===== config.mk =====
export PLATFORM = sky130hd
export DESIGN_NAME = mc_ctrl
export DESIGN_NICKNAME = d
export VERILOG_FILES = /design/src/rtl/mc_ctrl.sv
export SDC_FILE = /design/constraint.sdc
export NUM_CORES = 1
export LEC_CHECK = 0
export CORE_MARGIN = 2
export CORE_UTILIZATION = 40
export CTS_CLUSTER_SIZE = 20
export DETAILED_ROUTE_END_ITERATION = 12
export PLACE_DENSITY = 0.85
export SKIP_CTS_REPAIR_TIMING = 1
export SYNTH_ARGS = -nofsm -noshare
export SYNTH_HDL_FRONTEND = slang
export SYNTH_SLANG_ARGS = --single-unit

===== constraint.sdc =====
create_clock -name clk -period 2.85 [get_ports clk]
set_clock_uncertainty 0.1 [all_clocks]
set_input_delay 0.4275 -clock clk [delete_from_list [all_inputs] [get_ports clk]]
set_output_delay 0.4275 -clock clk [all_outputs]
set_load 0.1 [all_outputs]

===== src/rtl/mc_ctrl.sv =====
// mc_ctrl: multicycle FETCH/DECODE/EXECUTE/MEMORY/WRITEBACK sequencer.
// Optional retired-instruction counter: define MC_CTRL_PERF_CNT_EN.
module mc_ctrl #(
    parameter logic [2:0] RST_STATE = 3'd0
) (
    input  logic        clk,
    input  logic        rst,
    input  logic [5:0]  Op,
    input  logic [5:0]  Funct,
    input  logic        Zero,
    input  logic        mem_ready,
    output logic        mem_req,
    output logic        mem_we,
    output logic        IR_write,
    output logic        PC_write,
    output logic [1:0]  PC_src,
    output logic        Extend_sel,
    output logic        ALU_src,
    output logic [1:0]  ALU_op,
    output logic        Reg_write,
    output logic        Reg_dst,
    output logic        Mem_to_reg,
    output logic        illegal,
    output logic [2:0]  state,
    output logic [31:0] instr_cnt
);

    typedef enum logic [2:0] {
        S_FETCH  = 3'd0,
        S_DECODE = 3'd1,
        S_EXEC   = 3'd2,
        S_MEM    = 3'd3,
        S_WB     = 3'd4
    } state_t;

    typedef enum logic [3:0] {
        C_ILL  = 4'd0,
        C_R    = 4'd1,
        C_IMMS = 4'd2,
        C_IMMZ = 4'd3,
        C_LW   = 4'd4,
        C_SW   = 4'd5,
        C_BEQ  = 4'd6,
        C_BNE  = 4'd7,
        C_J    = 4'd8
    } cls_t;

    state_t     state_q, state_d;
    cls_t       cls_q, cls_d;
    logic       ext_q, ext_d;
    logic       src_q, src_d;
    logic [1:0] aluop_q, aluop_d;
    logic       dst_q, dst_d;

    logic       mreq_c, we_c, irw_c, pcw_c;
    logic [1:0] pcs_c;
    logic       regw_c, m2r_c, ill_c;
    logic       retire;
    logic       unused_sig;

    // Opcode classification and the datapath selects each class needs.
    always_comb begin
        cls_d   = C_ILL;
        ext_d   = 1'b0;
        src_d   = 1'b0;
        aluop_d = 2'b00;
        dst_d   = 1'b0;
        case (Op)
            6'b000000: begin
                cls_d = C_R;    aluop_d = 2'b10; dst_d = 1'b1;
            end
            6'b001000, 6'b001001: begin
                cls_d = C_IMMS; ext_d = 1'b1; src_d = 1'b1;
            end
            6'b001100, 6'b001101, 6'b001110, 6'b001111: begin
                cls_d = C_IMMZ; src_d = 1'b1; aluop_d = 2'b11;
            end
            6'b100011: begin
                cls_d = C_LW;   ext_d = 1'b1; src_d = 1'b1;
            end
            6'b101011: begin
                cls_d = C_SW;   ext_d = 1'b1; src_d = 1'b1;
            end
            6'b000100: begin
                cls_d = C_BEQ;  ext_d = 1'b1; aluop_d = 2'b01;
            end
            6'b000101: begin
                cls_d = C_BNE;  ext_d = 1'b1; aluop_d = 2'b01;
            end
            6'b000010: begin
                cls_d = C_J;
            end
            default: cls_d = C_ILL;
        endcase
    end

    // Next state, strobes and retire for the current step.
    always_comb begin
        state_d = state_q;
        mreq_c  = 1'b0;
        we_c    = 1'b0;
        irw_c   = 1'b0;
        pcw_c   = 1'b0;
        pcs_c   = 2'b00;
        regw_c  = 1'b0;
        m2r_c   = 1'b0;
        ill_c   = 1'b0;
        retire  = 1'b0;
        unique case (state_q)
            S_FETCH: begin
                mreq_c = 1'b1;
                if (mem_ready) begin
                    irw_c   = 1'b1;
                    pcw_c   = 1'b1;
                    state_d = S_DECODE;
                end
            end
            S_DECODE: begin
                if (cls_d == C_ILL) begin
                    ill_c   = 1'b1;
                    state_d = S_FETCH;
                end else begin
                    state_d = S_EXEC;
                end
            end
            S_EXEC: begin
                case (cls_q)
                    C_BEQ, C_BNE: begin
                        if (Zero == (cls_q == C_BEQ)) begin
                            pcw_c = 1'b1;
                            pcs_c = 2'b01;
                        end
                        retire  = 1'b1;
                        state_d = S_FETCH;
                    end
                    C_J: begin
                        pcw_c   = 1'b1;
                        pcs_c   = 2'b10;
                        retire  = 1'b1;
                        state_d = S_FETCH;
                    end
                    C_LW, C_SW: state_d = S_MEM;
                    default:    state_d = S_WB;
                endcase
            end
            S_MEM: begin
                mreq_c = 1'b1;
                we_c   = (cls_q == C_SW);
                if (mem_ready) begin
                    if (cls_q == C_SW) begin
                        retire  = 1'b1;
                        state_d = S_FETCH;
                    end else begin
                        state_d = S_WB;
                    end
                end
            end
            S_WB: begin
                regw_c  = 1'b1;
                m2r_c   = (cls_q == C_LW);
                retire  = 1'b1;
                state_d = S_FETCH;
            end
            default: state_d = S_FETCH;
        endcase
    end

    // State register; decode fields are captured only in DECODE.
    always_ff @(posedge clk) begin
        if (rst) begin
            state_q <= state_t'(RST_STATE);
            cls_q   <= C_ILL;
            ext_q   <= 1'b0;
            src_q   <= 1'b0;
            aluop_q <= 2'b00;
            dst_q   <= 1'b0;
        end else begin
            state_q <= state_d;
            if (state_q == S_DECODE) begin
                cls_q   <= cls_d;
                ext_q   <= ext_d;
                src_q   <= src_d;
                aluop_q <= aluop_d;
                dst_q   <= dst_d;
            end
        end
    end

`ifdef MC_CTRL_PERF_CNT_EN
    logic [31:0] cnt_q;

    // Retired-instruction counter, wraps naturally.
    always_ff @(posedge clk) begin
        if (rst) begin
            cnt_q <= 32'd0;
        end else if (retire) begin
            cnt_q <= cnt_q + 32'd1;
        end
    end

    assign instr_cnt = rst ? 32'd0 : cnt_q;
`else
    assign instr_cnt = 32'd0;
`endif

    // Funct is consumed by the ALU decoder, not here.
    assign unused_sig = ^{Funct, retire};

    assign mem_req    = mreq_c & ~rst;
    assign mem_we     = we_c & ~rst;
    assign IR_write   = irw_c & ~rst;
    assign PC_write   = pcw_c & ~rst;
    assign PC_src     = rst ? 2'b00 : pcs_c;
    assign Reg_write  = regw_c & ~rst;
    assign Mem_to_reg = m2r_c & ~rst;
    assign illegal    = ill_c & ~rst;
    assign Extend_sel = ext_q & ~rst;
    assign ALU_src    = src_q & ~rst;
    assign ALU_op     = rst ? 2'b00 : aluop_q;
    assign Reg_dst    = dst_q & ~rst;
    assign state      = rst ? 3'd0 : state_q;

endmodule


==> summary.md <==
| Metric | Value |
|---|---|
| Largest net degree at the start of global routing | `16` |
| Compound-Gate Fraction of Synth Area | `17.7%` |
| Min Tclk post-route | `around 2600 ps` |
| WL/cell | `11.8 um` |
| Initial antenna violation count | `0` |
| Synthesis-to-layout area growth | `38.2%` |
| Largest stage delay, worst path | `580 ps` |
| Seq/Total Area, Yosys | `22.2%` |
| FFs w/ async S/R, synth | `0%` |
| Setup violators final | `0` |
| Max-slew violations | `0` |
| Startpoint types | `input pin` |
| Nets | `between 150 and 200` |
| GR Util All Layers | `14.6%` |
| CTS tree | `built` |
| Class of the worst hold path | `reg2reg` |
| Die area | `3140 um^2` |
| Total gr overflow | `0` |
| Via count | `between 900 and 1000` |
| Final WL | `2330 um` |
| Post-synth top flop | `dfxtp_1` |
| Power, Total | `about 630 uW` |
| Post-synthesis adder-cell area fraction | `less than 1%` |
| CP max stage cell | `clkdlybuf4s50_1` |
| Sink Count | `12` |
| Die Y | `56.0 um` |
| Via density | `4.91` |
| Post-DP HPWL | `1830 um` |
| RSZ-0062 raised after global routing | `false` |
| Fmax | `379 MHz` |
| Synth area leader | `buf_4` |
| Multiplexer share of the synthesized area | `0%` |
| Largest cells by area after synthesis | `buf_4, dfxtp_1, nor2b_1` |
| Worst slack, placed | `112 ps` |
| # rows | `18` |
| First-pass GRT wire length | `3760 um` |
| Antenna diode count | `0` |
| CP delay by family, top | `buffers and inverters` |
| Yosys top cell area share | `22.9%` |
| Initial Utilization | `between 40 and 50%` |
| Final hold violations | `0` |
| GPL Wtd Cong | `0.759` |
| Buf/Inv on CP | `2` |
| Max cap viols | `0` |
| TritonCTS Buffers | `3` |
| Crit path cell chain | `clkdlybuf4s50_1, maj3_1, o21ai_1, nor3b_4, buf_12` |
| Post-Syn Instances | `142` |
| Crit end category | `output pin` |
| Boundary Pins | `65` |
| Req. time, crit path | `2320 ps` |
| Synth warn | `0` |
| Port bufs | `26` |
| Post-Synth Simple-Gate Area | `29.0%` |
| Final Non-Filler Cells | `198` |
| Drt first-iter violations | `15` |
| XOR/XNOR share of the synthesized area | `0.808%` |
| Antenna-violating nets left | `0` |
| H-tree depth | `1` |
| Post-Syn Area per Cell | `approximately 7.6 um^2` |
| Max IR drop VDD | `between 0.2 and 0.3 mV` |
| Share of cells above drive strength 1 | `approximately a quarter` |
| Status | `finished, final reports clean` |
| Core Area | `around 2500 um^2` |
| Clk slew on worst S/H paths | `70 ps` |
| Worst Slack Setup Final | `~210 ps` |
| Clock root buffer | `clkbuf_4` |
| Leakage power | `0.606 nW` |
| DRC | `0` |
| Crit Path Max Fanout | `11` |
| Pwr dens | `418 nW/um^2` |
| Kind of critical path | `in2out` |
| Clock tree buffer depth | `2` |
| Flops & latches, synth | `12` |
| Post-synth EDFFs | `0` |
| Mapped cell area | `1080 um^2` |
| Dpl cells | `194` |
| Number of global-route vias before repair | `853` |
| Final period utilization | `around 90%` |
| Critical path arrival | `2110 ps` |
| Largest family of logic cells by synthesized area | `buffers and inverters` |
| First-pass iteration count of the detailed router | `4` |
| Die W | `56.0 um` |
| Synth unique cells | `41` |
| Clk_lat worst skew | `270 ps` |
cell type report:
| class | instances | area (um^2) |
|---|---|---|
| Sequential cell | 12 | 240 |
| Timing Repair Buffer | 32 | 475 |
| Inverter | 5 | 18.8 |
| Clock buffer | 4 | 36.3 |
| Fill cell | 236 | 1020 |
| Tap cell | 30 | 37.5 |
| Multi-Input combinational cell | 115 | 689 |
worst paths after layout:
check | to | from | cells after the start | slack [ps]
max reg2reg | dst_q | state_q[0] | 5 | 910
min | dst_q | dst_q | 2 | 350
max | illegal | Op[2] | 5 | 210
min reg2reg | dst_q | dst_q | 2 | 350
layer usage:
| layer | up-vias | wire (um) | GRT usage (%) |
|---|---|---|---|
| li1 | 479 | - | - |
| met1 | 446 | 926 | 16.6 |
| met2 | 46 | 1240 | 27.2 |
| met3 | 2 | 160 | 2.09 |
| met4 | 0 | 6 | 5.10 |
| met5 | - | 0 | 0 |
per-stage QoR:
step	utilization (%)	setup TNS [ps]	hold slack (ps)	instance area [um^2]
2_1_floorplan	-	-580	327	1240
3_3_place_gp	57.9	0	342	1460
3_5_place_dp	57.9	0	349	1460
4_1_cts	59.4	0	361	1500
5_1_grt	59.4	0	383	1500
6_report	59.4	0	354	1500
flip-flops by register name (all words and copies together) (netlist names):
register  flops
cls_q         4
aluop_q       2
ext_q         1
src_q         1
state_q       3
dst_q         1
layout by cell type, fill, tap and decap left out, types with 6 or more instances in the layout:
| master | synthesis | final |
|---|---|---|
| conb_1 | 1 | 32 |
| buf_12 | 0 | 17 |
| dfxtp_1 | 12 | 12 |
| nor2_1 | 11 | 10 |
| nor2b_1 | 10 | 9 |
| clkdlybuf4s50_1 | 0 | 9 |
| nand2_1 | 8 | 8 |
| a21oi_1 | 7 | 7 |
| buf_4 | 33 | 6 |
synth_stat cells (all sizes together) (3+ instances only):
master and instances:
nor2 11, o21ai 6, nor2b 10, a21oi 7, clkbuf 3, nand2 8, inv 5, dfxtp 12
buf 38, nor3 6
cell families (layout without fill, tap and decap cells):
kind of cell             count (synthesis)  after routing
other                                    1             32
adder cells (fa/ha/maj)                  1              1
XOR/XNOR                                 1              1
flip-flops                              12             12
buffers and inverters                   46             41
AND/OR/NAND/NOR                         53             53
AO/OA/AOI/OAI                           28             28
worst min-delay path, delay by kind of cell (launching register included):
| family | cells | cell delay, ps |
|---|---|---|
| and+or+nand+nor | 1 | 50 |
| AOI/OAI and AO/OA | 1 | 50 |
| DFF | 1 | 310 |
where the power goes:
| group | internal [mW] | switching [mW] |
|---|---|---|
| registers | 0.171 | 0.00530 |
| clock network | 0.0776 | 0.0592 |
| logic | 0.0523 | 0.261 |
| total | 0.300 | 0.326 |
Note: power is estimated with default switching activity, not from simulation.
